===== config.mk =====
export PLATFORM = sky130hd
export DESIGN_NAME = fsfifo_fwft
export DESIGN_NICKNAME = d
export VERILOG_FILES = /design/src/rtl/fsfifo_fwft_pkg.sv /design/src/rtl/fsfifo_fwft_ram.sv /design/src/rtl/fsfifo_fwft.sv
export SDC_FILE = /design/constraint.sdc
export NUM_CORES = 1
export LEC_CHECK = 0
export ABC_CLOCK_PERIOD_IN_PS = 8800
export CAP_MARGIN = 20
export CORE_MARGIN = 2
export CORE_UTILIZATION = 65
export DETAILED_ROUTE_END_ITERATION = 12
export PLACE_DENSITY = 0.85
export SETUP_SLACK_MARGIN = 0.1
export SLEW_MARGIN = 20
export SYNTH_ARGS = -nofsm -noshare
export SYNTH_HDL_FRONTEND = slang
export SYNTH_SLANG_ARGS = --single-unit

===== constraint.sdc =====
create_clock -name clk_i -period 8.8 [get_ports clk_i]
set_clock_uncertainty 0.2 [all_clocks]
set_input_delay 2.64 -clock clk_i [delete_from_list [all_inputs] [get_ports clk_i]]
set_output_delay 2.64 -clock clk_i [all_outputs]
set_load 0.01 [all_outputs]

===== src/rtl/fsfifo_fwft_pkg.sv =====
// Shared constants and status helpers for the bridge FIFO family.
package fsfifo_fwft_pkg;

  localparam int FSFIFO_DEF_WIDTH      = 32;
  localparam int FSFIFO_DEF_DEPTH      = 16;
  localparam int FSFIFO_DEF_DEPTH_BITS = $clog2(FSFIFO_DEF_DEPTH);
  localparam int FSFIFO_DEF_FILLED_W   = FSFIFO_DEF_DEPTH_BITS + 1;

  // Status flag bundle shared by the bridge FIFOs. The occupancy count travels
  // alongside it on its own port because its width depends on each instance's DEPTH.
  typedef struct packed {
    logic full;
    logic empty;
    logic afull;
    logic aempty;
  } fifo_flags_t;

  // All comparisons are unsigned. A threshold above depth can never be reached,
  // so almost-full stays low.
  function automatic fifo_flags_t fifo_flags(input int unsigned filled,
                                             input int unsigned depth,
                                             input int unsigned afull_th,
                                             input int unsigned aempty_th);
    fifo_flags_t f;
    f.full   = (filled == depth);
    f.empty  = (filled == 0);
    f.afull  = (filled >= afull_th);
    f.aempty = (filled <= aempty_th);
    return f;
  endfunction

endpackage


===== src/rtl/fsfifo_fwft_ram.sv =====
// Simple dual-port storage array: synchronous write, registered read with enable.
// The array itself has no reset; contents are only read after being written.
module fsfifo_ram
  import fsfifo_fwft_pkg::*;
#(
  parameter int WIDTH = FSFIFO_DEF_WIDTH,
  parameter int DEPTH = FSFIFO_DEF_DEPTH,
  localparam int AW   = $clog2(DEPTH)
) (
  input  logic             clk_i,
  input  logic             we_i,
  input  logic [AW-1:0]    waddr_i,
  input  logic [WIDTH-1:0] wdata_i,
  input  logic             re_i,
  input  logic [AW-1:0]    raddr_i,
  output logic [WIDTH-1:0] rdata_o
);

  logic [WIDTH-1:0] mem [DEPTH];

  // Write port.
  always_ff @(posedge clk_i) begin
    if (we_i) mem[waddr_i] <= wdata_i;
  end

  // Read port; output holds its value while re_i is low.
  always_ff @(posedge clk_i) begin
    if (re_i) rdata_o <= mem[raddr_i];
  end

endmodule


===== src/rtl/fsfifo_fwft.sv =====
// Single-clock FIFO with selectable first-word-fall-through or registered read,
// programmable almost-full/almost-empty, synchronous flush and sticky error flags.
//
// In FWFT mode the head word lives in an output stage (either the RAM read
// register or a bypass register); the memory holds only the words behind it.
// filled_o counts the head too, so capacity is DEPTH in both modes.
module fsfifo_fwft
  import fsfifo_fwft_pkg::*;
#(
  parameter int WIDTH = FSFIFO_DEF_WIDTH,
  parameter int DEPTH = FSFIFO_DEF_DEPTH,
  parameter int FWFT  = 0,
  localparam int DEPTH_BITS = $clog2(DEPTH)
) (
  input  logic                  clk_i,
  input  logic                  reset_i,
  input  logic                  flush_i,
  input  logic                  wr_i,
  input  logic [WIDTH-1:0]      wr_data_i,
  input  logic                  rd_i,
  output logic [WIDTH-1:0]      rd_data_o,
  output logic                  rd_valid_o,
  output logic                  full_o,
  output logic                  empty_o,
  output logic [DEPTH_BITS:0]   filled_o,
  input  logic [DEPTH_BITS:0]   afull_thresh_i,
  input  logic [DEPTH_BITS:0]   aempty_thresh_i,
  output logic                  afull_o,
  output logic                  aempty_o,
  output logic                  overflow_o,
  output logic                  underflow_o,
  input  logic                  err_clr_i
);

  localparam int PTR_W = DEPTH_BITS + 1;

  logic [PTR_W-1:0] wr_ptr_q, rd_ptr_q, count_q;
  logic             rd_valid_q;
  logic             src_ram_q;
  logic [WIDTH-1:0] byp_q, ram_q;
  logic             ovf_q, udf_q;
  fifo_flags_t      flags;
  logic             wr_acc, rd_acc, mem_empty, bypass, mem_we, mem_re;

  // Status flags come from registered occupancy and the thresholds only.
  assign flags = fifo_flags(32'(count_q), DEPTH, 32'(afull_thresh_i), 32'(aempty_thresh_i));

  // Accept decisions and routing between memory and the FWFT output stage.
  always_comb begin
    wr_acc    = wr_i && !flags.full && !flush_i;
    rd_acc    = rd_i && !flags.empty && !flush_i;
    mem_empty = (wr_ptr_q == rd_ptr_q);
    bypass    = 1'b0;
    mem_we    = wr_acc;
    mem_re    = rd_acc;
    if (FWFT != 0) begin
      // Head slot is free (empty FIFO) or being vacated with nothing behind it.
      bypass = wr_acc && mem_empty && ((count_q == '0) || rd_acc);
      mem_we = wr_acc && !bypass;
      mem_re = rd_acc && !mem_empty;
    end
  end

  fsfifo_ram #(
    .WIDTH (WIDTH),
    .DEPTH (DEPTH)
  ) u_ram (
    .clk_i   (clk_i),
    .we_i    (mem_we),
    .waddr_i (wr_ptr_q[DEPTH_BITS-1:0]),
    .wdata_i (wr_data_i),
    .re_i    (mem_re),
    .raddr_i (rd_ptr_q[DEPTH_BITS-1:0]),
    .rdata_o (ram_q)
  );

  // Pointers, occupancy and output-stage source tracking.
  always_ff @(posedge clk_i) begin
    if (reset_i) begin
      wr_ptr_q   <= '0;
      rd_ptr_q   <= '0;
      count_q    <= '0;
      rd_valid_q <= 1'b0;
      src_ram_q  <= 1'b0;
      byp_q      <= '0;
    end else if (flush_i) begin
      wr_ptr_q   <= '0;
      rd_ptr_q   <= '0;
      count_q    <= '0;
      rd_valid_q <= 1'b0;
    end else begin
      if (mem_we) wr_ptr_q <= wr_ptr_q + PTR_W'(1);
      if (mem_re) rd_ptr_q <= rd_ptr_q + PTR_W'(1);
      if (wr_acc && !rd_acc)      count_q <= count_q + PTR_W'(1);
      else if (!wr_acc && rd_acc) count_q <= count_q - PTR_W'(1);
      rd_valid_q <= rd_acc;
      if (bypass) begin
        byp_q     <= wr_data_i;
        src_ram_q <= 1'b0;
      end else if (mem_re) begin
        src_ram_q <= 1'b1;
      end
    end
  end

  // Sticky error flags; a new error wins over a clear in the same cycle.
  always_ff @(posedge clk_i) begin
    if (reset_i) begin
      ovf_q <= 1'b0;
      udf_q <= 1'b0;
    end else begin
      ovf_q <= (!flush_i && wr_i && flags.full)  || (ovf_q && !err_clr_i);
      udf_q <= (!flush_i && rd_i && flags.empty) || (udf_q && !err_clr_i);
    end
  end

  assign rd_data_o   = src_ram_q ? ram_q : byp_q;
  assign rd_valid_o  = (FWFT != 0) ? (count_q != '0) : rd_valid_q;
  assign full_o      = flags.full;
  assign empty_o     = flags.empty;
  assign afull_o     = flags.afull;
  assign aempty_o    = flags.aempty;
  assign filled_o    = count_q;
  assign overflow_o  = ovf_q;
  assign underflow_o = udf_q;

endmodule


==> results by group, run 1 <==
Routing
  • Vias post-DR: 10.8k
  • Wire per inst: around 30 um
  • Post-route DRC: 0
  • Antenna-violating nets left: 0
  • DR iter-0 viols: 1,199
  • Vias per cell: between 6 and 7
  • Drt pass-1 iters: 6
  • Post-Route WL: 48,000 um

Synth
  • Mapped Area: roughly 22,000 um^2
  • Avg Cell Area, Syn: between 20 and 25 um^2
  • Synth unique cells: 39
  • Syn Inst Count: 1,010
  • #FFs+latches synth: around 560
  • Synth top area share: 0.758
  • Synth area leader: edfxtp_1
  • Top post-synthesis cells by area: edfxtp_1 76%, mux4_2 13%, a22oi_1 2.2%
  • Synthesized Nets: roughly 1.1k
  • Yosys warnings: 0
  • Register area share after synthesis: 0.774

CTS
  • Clk_lat worst skew: between 0.5 and 0.6 ns
  • Post-CTS Setup Bufs: 0
  • H-tree Lvls: 2
  • Clock-pin slew on the worst setup and hold paths: 0.06 ns
  • Cts repair resizes: 0
  • Clock root cell: clkbuf_16
  • Clk buf depth: 3
  • CTS buffer count: 53
  • CTS sink cnt: 561
  • CTS tree: done
  • Post-CTS Hold Buffers: 0

Worst setup path
  • CP Buf/Inv Count: 3
  • Slowest CP cell: clkdlybuf4s50_1
  • Worst r2r path cells: 4
  • WS Path Type: primary input to output pin
  • Crit-path leading delay family: buffers and inverters
  • Element type at the critical path end: output pin
  • Critical Path Stages: 8
  • CP peak stage delay: between 0.5 and 0.6 ns
  • Critical Path Start Type: primary input
  • WP data arrival: 4.51 ns
  • Required @ worst endpoint: roughly 6 ns
  • Critical Path Fanout Max: 2
  • Cell mode on critical path: clkdlybuf4s50_1
  • Critical path, cell by cell: clkdlybuf4s50_1, inv_1, ha_1, nor2b_1, o21a_1, o21ai_0, a21o_1, clkdlybuf4s50_1

Layout
  • Share of layout cells above drive strength 1: 0.203
  • Final Util: 0.755
  • Layout Nets: between 1k and 1.5k
  • Most common cell after layout, fill and taps aside: edfxtp_1
  • Commonest non-fill, non-tap cells in the layout: 544 x edfxtp_1, 128 x mux4_2, 91 x clkdlybuf4s50_1
  • Finished Layout Cells: roughly 1.6k
  • Synthesis-to-finish area growth: 14.3%

Floorplanning
  • Die X: 186 um
  • Starting density of the core: 0.661
  • Die Area: 34,600 um^2
  • Io pins: slightly above 90
  • Row count: 66
  • CORE AREA: between 30,000 and 40,000 um^2
  • Die Span Y: about 190 um

Hold path
  • Worst hold path type: register to register
  • Min-Delay Path Depth: 2

Flow run
  • Max-cap violation count: 0

Placed design
  • Final Wtd Congestion: around 0.75
  • DP Wirelength: around 22,000 um
  • Placed Cells: roughly 1.5k
  • Input/output buffers: slightly above 90

Power
  • Leak: 0.00777 uW
  • Maximum vdd drop: 163 uV
  • PD cells: 221 nW/um^2

Global routing
  • Global-route wire length before repair: a little over 70,000 um
  • GRT overflow: 0
  • Largest net degree at the start of global routing: around 100
  • Vias in the first global route: between 10k and 15k
  • Antenna violations before repair: 3
  • Global-route usage over all layers: 0.289

Timing
  • Max Fclk: roughly 140 MHz
  • RSZ-0062 raised after global routing: no
  • Setup TNS: 0 ns
  • Minimum clock period: approximately 7.3 ns
  • Setup violators final: 0
  • Max-slew violations: 0
  • Worst-Margin Slew: 1.14 ns
  • Relative slew margins: 0.239
  • Fin crit share: 0.835
  • Fin. Hold Viols: 0

Outcome
  • Status: completed
## where the power goes
| group | internal (uW) | switching [uW] |
|---|---|---|
| combinational | 107 | 120 |
| clock | 1290 | 971 |
| sequential | 2950 | 16.9 |
## routing by layer
layer  part of all wire  track usage  routed length, um
met1               0.36        0.386              17500
met2               0.51        0.487              24600
met3              0.086       0.0481               4120
met4              0.038        0.114               1850
met5            0.00056            0                 27
## logic make-up after synthesis
logic type	synth area share
DFF	0.774
and+or+nand+nor	0.0326
muxes	0.136
AOI/OAI and AO/OA	0.0282
buffers and inverters	0.0149
adders and majority gates	0.0120
xor gates and xnor gates	0.00284
## cell type report
type                    instances  area (um^2)
inverters                      18         67.6
repair buffers                101          998
multi-input cells             380         4630
clock buffers                  67         1420
well taps                     442          553
flip-flops and latches        561        16700
clock inverters                31          275
fillers                      1653         7990
diodes                          1         2.50
## final timing paths
path                                         start                 to  slack, ns
worst min register to register          overflow_o         overflow_o       0.28
worst max-delay path            aempty_thresh_i[1]           aempty_o       1.45
worst max register to register         rd_ptr_q[1]  u_ram.rdata_o[23]       5.63
worst min-delay path                    overflow_o         overflow_o       0.28
## state kept, by name (all words and copies together), names as in the netlist, 4 cells and up
signal / count
u_ram.mem: 512
u_ram.rdata_o: 32
filled_o: 5
rd_ptr_q: 4
wr_ptr_q: 4
## synthesized netlist by cell type (all sizes together)
master and instances:
edfxtp 544, mux4 128, a22oi 64, nand2 36, and2 34, clkbuf 30, nor2 25, buf 21
ha 19, inv 18, dfxtp 17, and3 14, a21oi 10, nor2b 9, mux2i 5, xor2 5
nand3 4, o21ai 4, nand2b 3, or4 3, a21o 2, nand4 2, o211ai 2, xnor2 2
a211o 1, a211oi 1, fa 1, nand4b 1, nor3 1, nor4 1, o21a 1, or2 1
or3 1
## worst reg2reg max path, delay by kind of cell, from the launching register on
kind,cells,cell delay (ns)
mux,1,0.45
buf+inv,1,0.91
simple gates,1,0.15
compound gates,1,0.27
flops,1,0.94
## metrics by stage
step / power [uW] / setup slack [ns] / instance area (um^2) / hold WS, ns
finish: 5450 / 1.45 / 24600 / 0.278
floorplan: 3150 / 2.47 / 21600 / 0.258
CTS: 5470 / 1.45 / 24600 / 0.281
global route: 5580 / 1.36 / 24600 / 0.303
detailed placement: 3250 / 1.47 / 22900 / 0.271
global placement: 3240 / 1.49 / 22900 / 0.269
(Power assumes the default switching activity.)
==> inputs of run 2 (changes only) <==
Settings changed: ABC_CLOCK_PERIOD_IN_PS 8800 to 7340, CORE_UTILIZATION 65 to 60, PLACE_DENSITY 0.85 to 0.79.
Clock period 8.8 ns to 7.34 ns, I/O delays scaled along.
==> results by group, run 2 (synthesis gave the netlist of run 1 again) <==
Hold path
  • WHS Endpoint: overflow_o
  • Min-Delay Path Depth: 2 (unchanged)
  • Worst hold path type: register to register
  • Hold Path Origin: overflow_o

Layout
  • Commonest non-fill, non-tap cells in the layout: 544 x edfxtp_1, 128 x mux4_2, 91 x clkdlybuf4s50_1
  • Fin area: 24,600 um^2 (about the same)
  • Layout Nets: 1,184 (+0.085%)
  • Most flop-heavy register: u_ram.mem
  • Most common cell after layout, fill and taps aside: edfxtp_1
  • Share of layout cells above drive strength 1: 0.201 (-0.00190)
  • Max FFs per register: 512 (unchanged)
  • Synthesis-to-finish area growth: 14.3% (about the same)

Power
  • Leak: 0.00775 uW (-0.25%)
  • Maximum vdd drop: 278 uV (+71%)
  • PD cells: 261 nW/um^2 (+18%)

Routing
  • Vias post-DR: 10.4k (-3.6%)
  • Post-Route WL: 45,300 um (-5.8%)
  • Post-route DRC: 0 (unchanged)
  • Vias per cell: 6.43 (-4.5%)
  • Antenna-violating nets left: 0 (unchanged)
  • Drt pass-1 iters: 5 (-1)
  • Wire per inst: 28.0 um (-6.7%)
  • DR iter-0 viols: 1,083 (-9.7%)

Floorplanning
  • Die Span Y: 194 um (+4.0%)
  • Io pins: 92 (unchanged)
  • CORE AREA: 35,500 um^2 (+8.8%)
  • Row count: 69 (+4.5%)
  • Starting density of the core: 0.608 (-0.0533)
  • Die X: 194 um (+4.0%)
  • Die Area: 37,500 um^2 (+8.1%)

Global routing
  • Vias in the first global route: 10.7k (-2.4%)
  • GRT overflow: 0 (unchanged)
  • Antenna violations before repair: 3 (unchanged)
  • Global-route usage over all layers: 0.244 (-0.0451)
  • Global-route wire length before repair: 67,700 um (-4.6%)
  • Largest net degree at the start of global routing: 84 (-19%)

CTS
  • CTS tree: done
  • Cts repair resizes: 0 (unchanged)
  • H-tree Lvls: 2 (unchanged)
  • Clk buf depth: 3 (unchanged)
  • Post-CTS Setup Bufs: 0 (unchanged)
  • CTS sink cnt: 561 (unchanged)
  • CTS buffer count: 53 (unchanged)
  • Clock-pin slew on the worst setup and hold paths: 0.06 ns (about the same)
  • Post-CTS Hold Buffers: 0 (unchanged)
  • Clock root cell: clkbuf_16
  • Clk_lat worst skew: 0.57 ns (about the same)

Worst setup path
  • FF-to-FF Start: filled_o[1]
  • Critical Path Start Type: primary input
  • R2r endpoint: filled_o[4]
  • Required @ worst endpoint: 4.94 ns (-1.02 ns)
  • R2r setup slk: 4.04 ns (-1.59 ns)
  • Critical Path Fanout Max: 2 (unchanged)
  • WP data arrival: 4.11 ns (-0.40 ns)
  • Element type at the critical path end: output pin
  • Worst r2r path cells: 9 (+5)
  • WS Path Type: primary input to output pin

Timing
  • Fin crit share: 0.887
  • RSZ-0062 raised after global routing: no
  • Fin. Hold Viols: 0 (unchanged)
  • Setup TNS: 0 ns (unchanged)
  • Max-slew violations: 0 (unchanged)
  • Minimum clock period: 6.51 ns
  • Setup violators final: 0 (unchanged)
  • Relative slew margins: 0.250 (+0.0101)
  • Max Fclk: about 150 MHz
  • Worst-Margin Slew: 1.12 ns (-0.0175 ns)

Placed design
  • DP Wirelength: 22,000 um (-1.7%)
  • Final Wtd Congestion: 0.749 (+0.16%)
  • Dpl cell area: 23,000 um^2 (+0.28%)
  • Input/output buffers: 91 (unchanged)

Outcome
  • Status: completed

Flow run
  • Max-cap violation count: 0 (unchanged)
-- run 2: worst max-delay path, cell delays in order --
cell             delay [ns]
clkdlybuf4s50_1        0.45
inv_1                  0.04
ha_1                   0.28
nor2b_1                0.13
o21a_1                 0.17
o21ai_0                0.17
a21o_1                 0.14
clkdlybuf4s50_1        0.53
-- run 2: layout make-up --
cell class                 count  area [um^2]
inverter                      18         67.6
sequential                   561        16700
antenna                        1         2.50
clock buffer                  65         1390
fill                        2103        10800
tap                          461          577
timing repair buffer         102         1060
clock inverter                28          238
multi-input combinational    380         4630
-- run 2: stage by stage --
step           cells  hold slack (ns)   util  power [uW]  worst slack [ns]
2_1_floorplan   1010            0.258      -        3770              1.79
3_3_place_gp    1519            0.262  0.646        3880             0.893
3_5_place_dp    1521            0.276  0.648        3890             0.829
4_1_cts         1614            0.288  0.694        6450             0.833
5_1_grt         1616            0.327  0.695        6580             0.733
6_report        1616            0.280  0.695        6420             0.830
-- run 2: layer usage --
| layer | global-route usage | vias to the layer above | wire (um) | share of wire |
|---|---|---|---|---|
| met2 | 0.412 | 519 | 23100 | 0.51 |
| met5 | 0 | - | 0 | 0 |
| met1 | 0.330 | 5387 | 17600 | 0.39 |
| met4 | 0.0845 | 0 | 1390 | 0.031 |
| met3 | 0.0394 | 103 | 3140 | 0.069 |
| li1 | - | 4378 | - | - |
-- run 2: power breakdown --
| group | internal [uW] | total, uW | leakage [uW] | switching (uW) |
|---|---|---|---|---|
| sequential | 3540 | 3560 | 0.00504 | 22.9 |
| combinational | 129 | 266 | 0.00192 | 137 |
| clock | 1480 | 2600 | 0.000789 | 1120 |
| total | 5150 | 6420 | 0.00775 | 1280 |
-- run 2: worst max-delay path by stage --
stage | startpoint | end | slack, ns | cells past startpoint
2_1_floorplan | flush_i | u_ram.mem[3][0] | 1.79 | 3
3_3_place_gp | aempty_thresh_i[1] | aempty_o | 0.89 | 8
3_5_place_dp | aempty_thresh_i[1] | aempty_o | 0.83 | 8
4_1_cts | aempty_thresh_i[1] | aempty_o | 0.83 | 8
5_1_grt | aempty_thresh_i[1] | aempty_o | 0.73 | 8
6_report | aempty_thresh_i[1] | aempty_o | 0.83 | 8
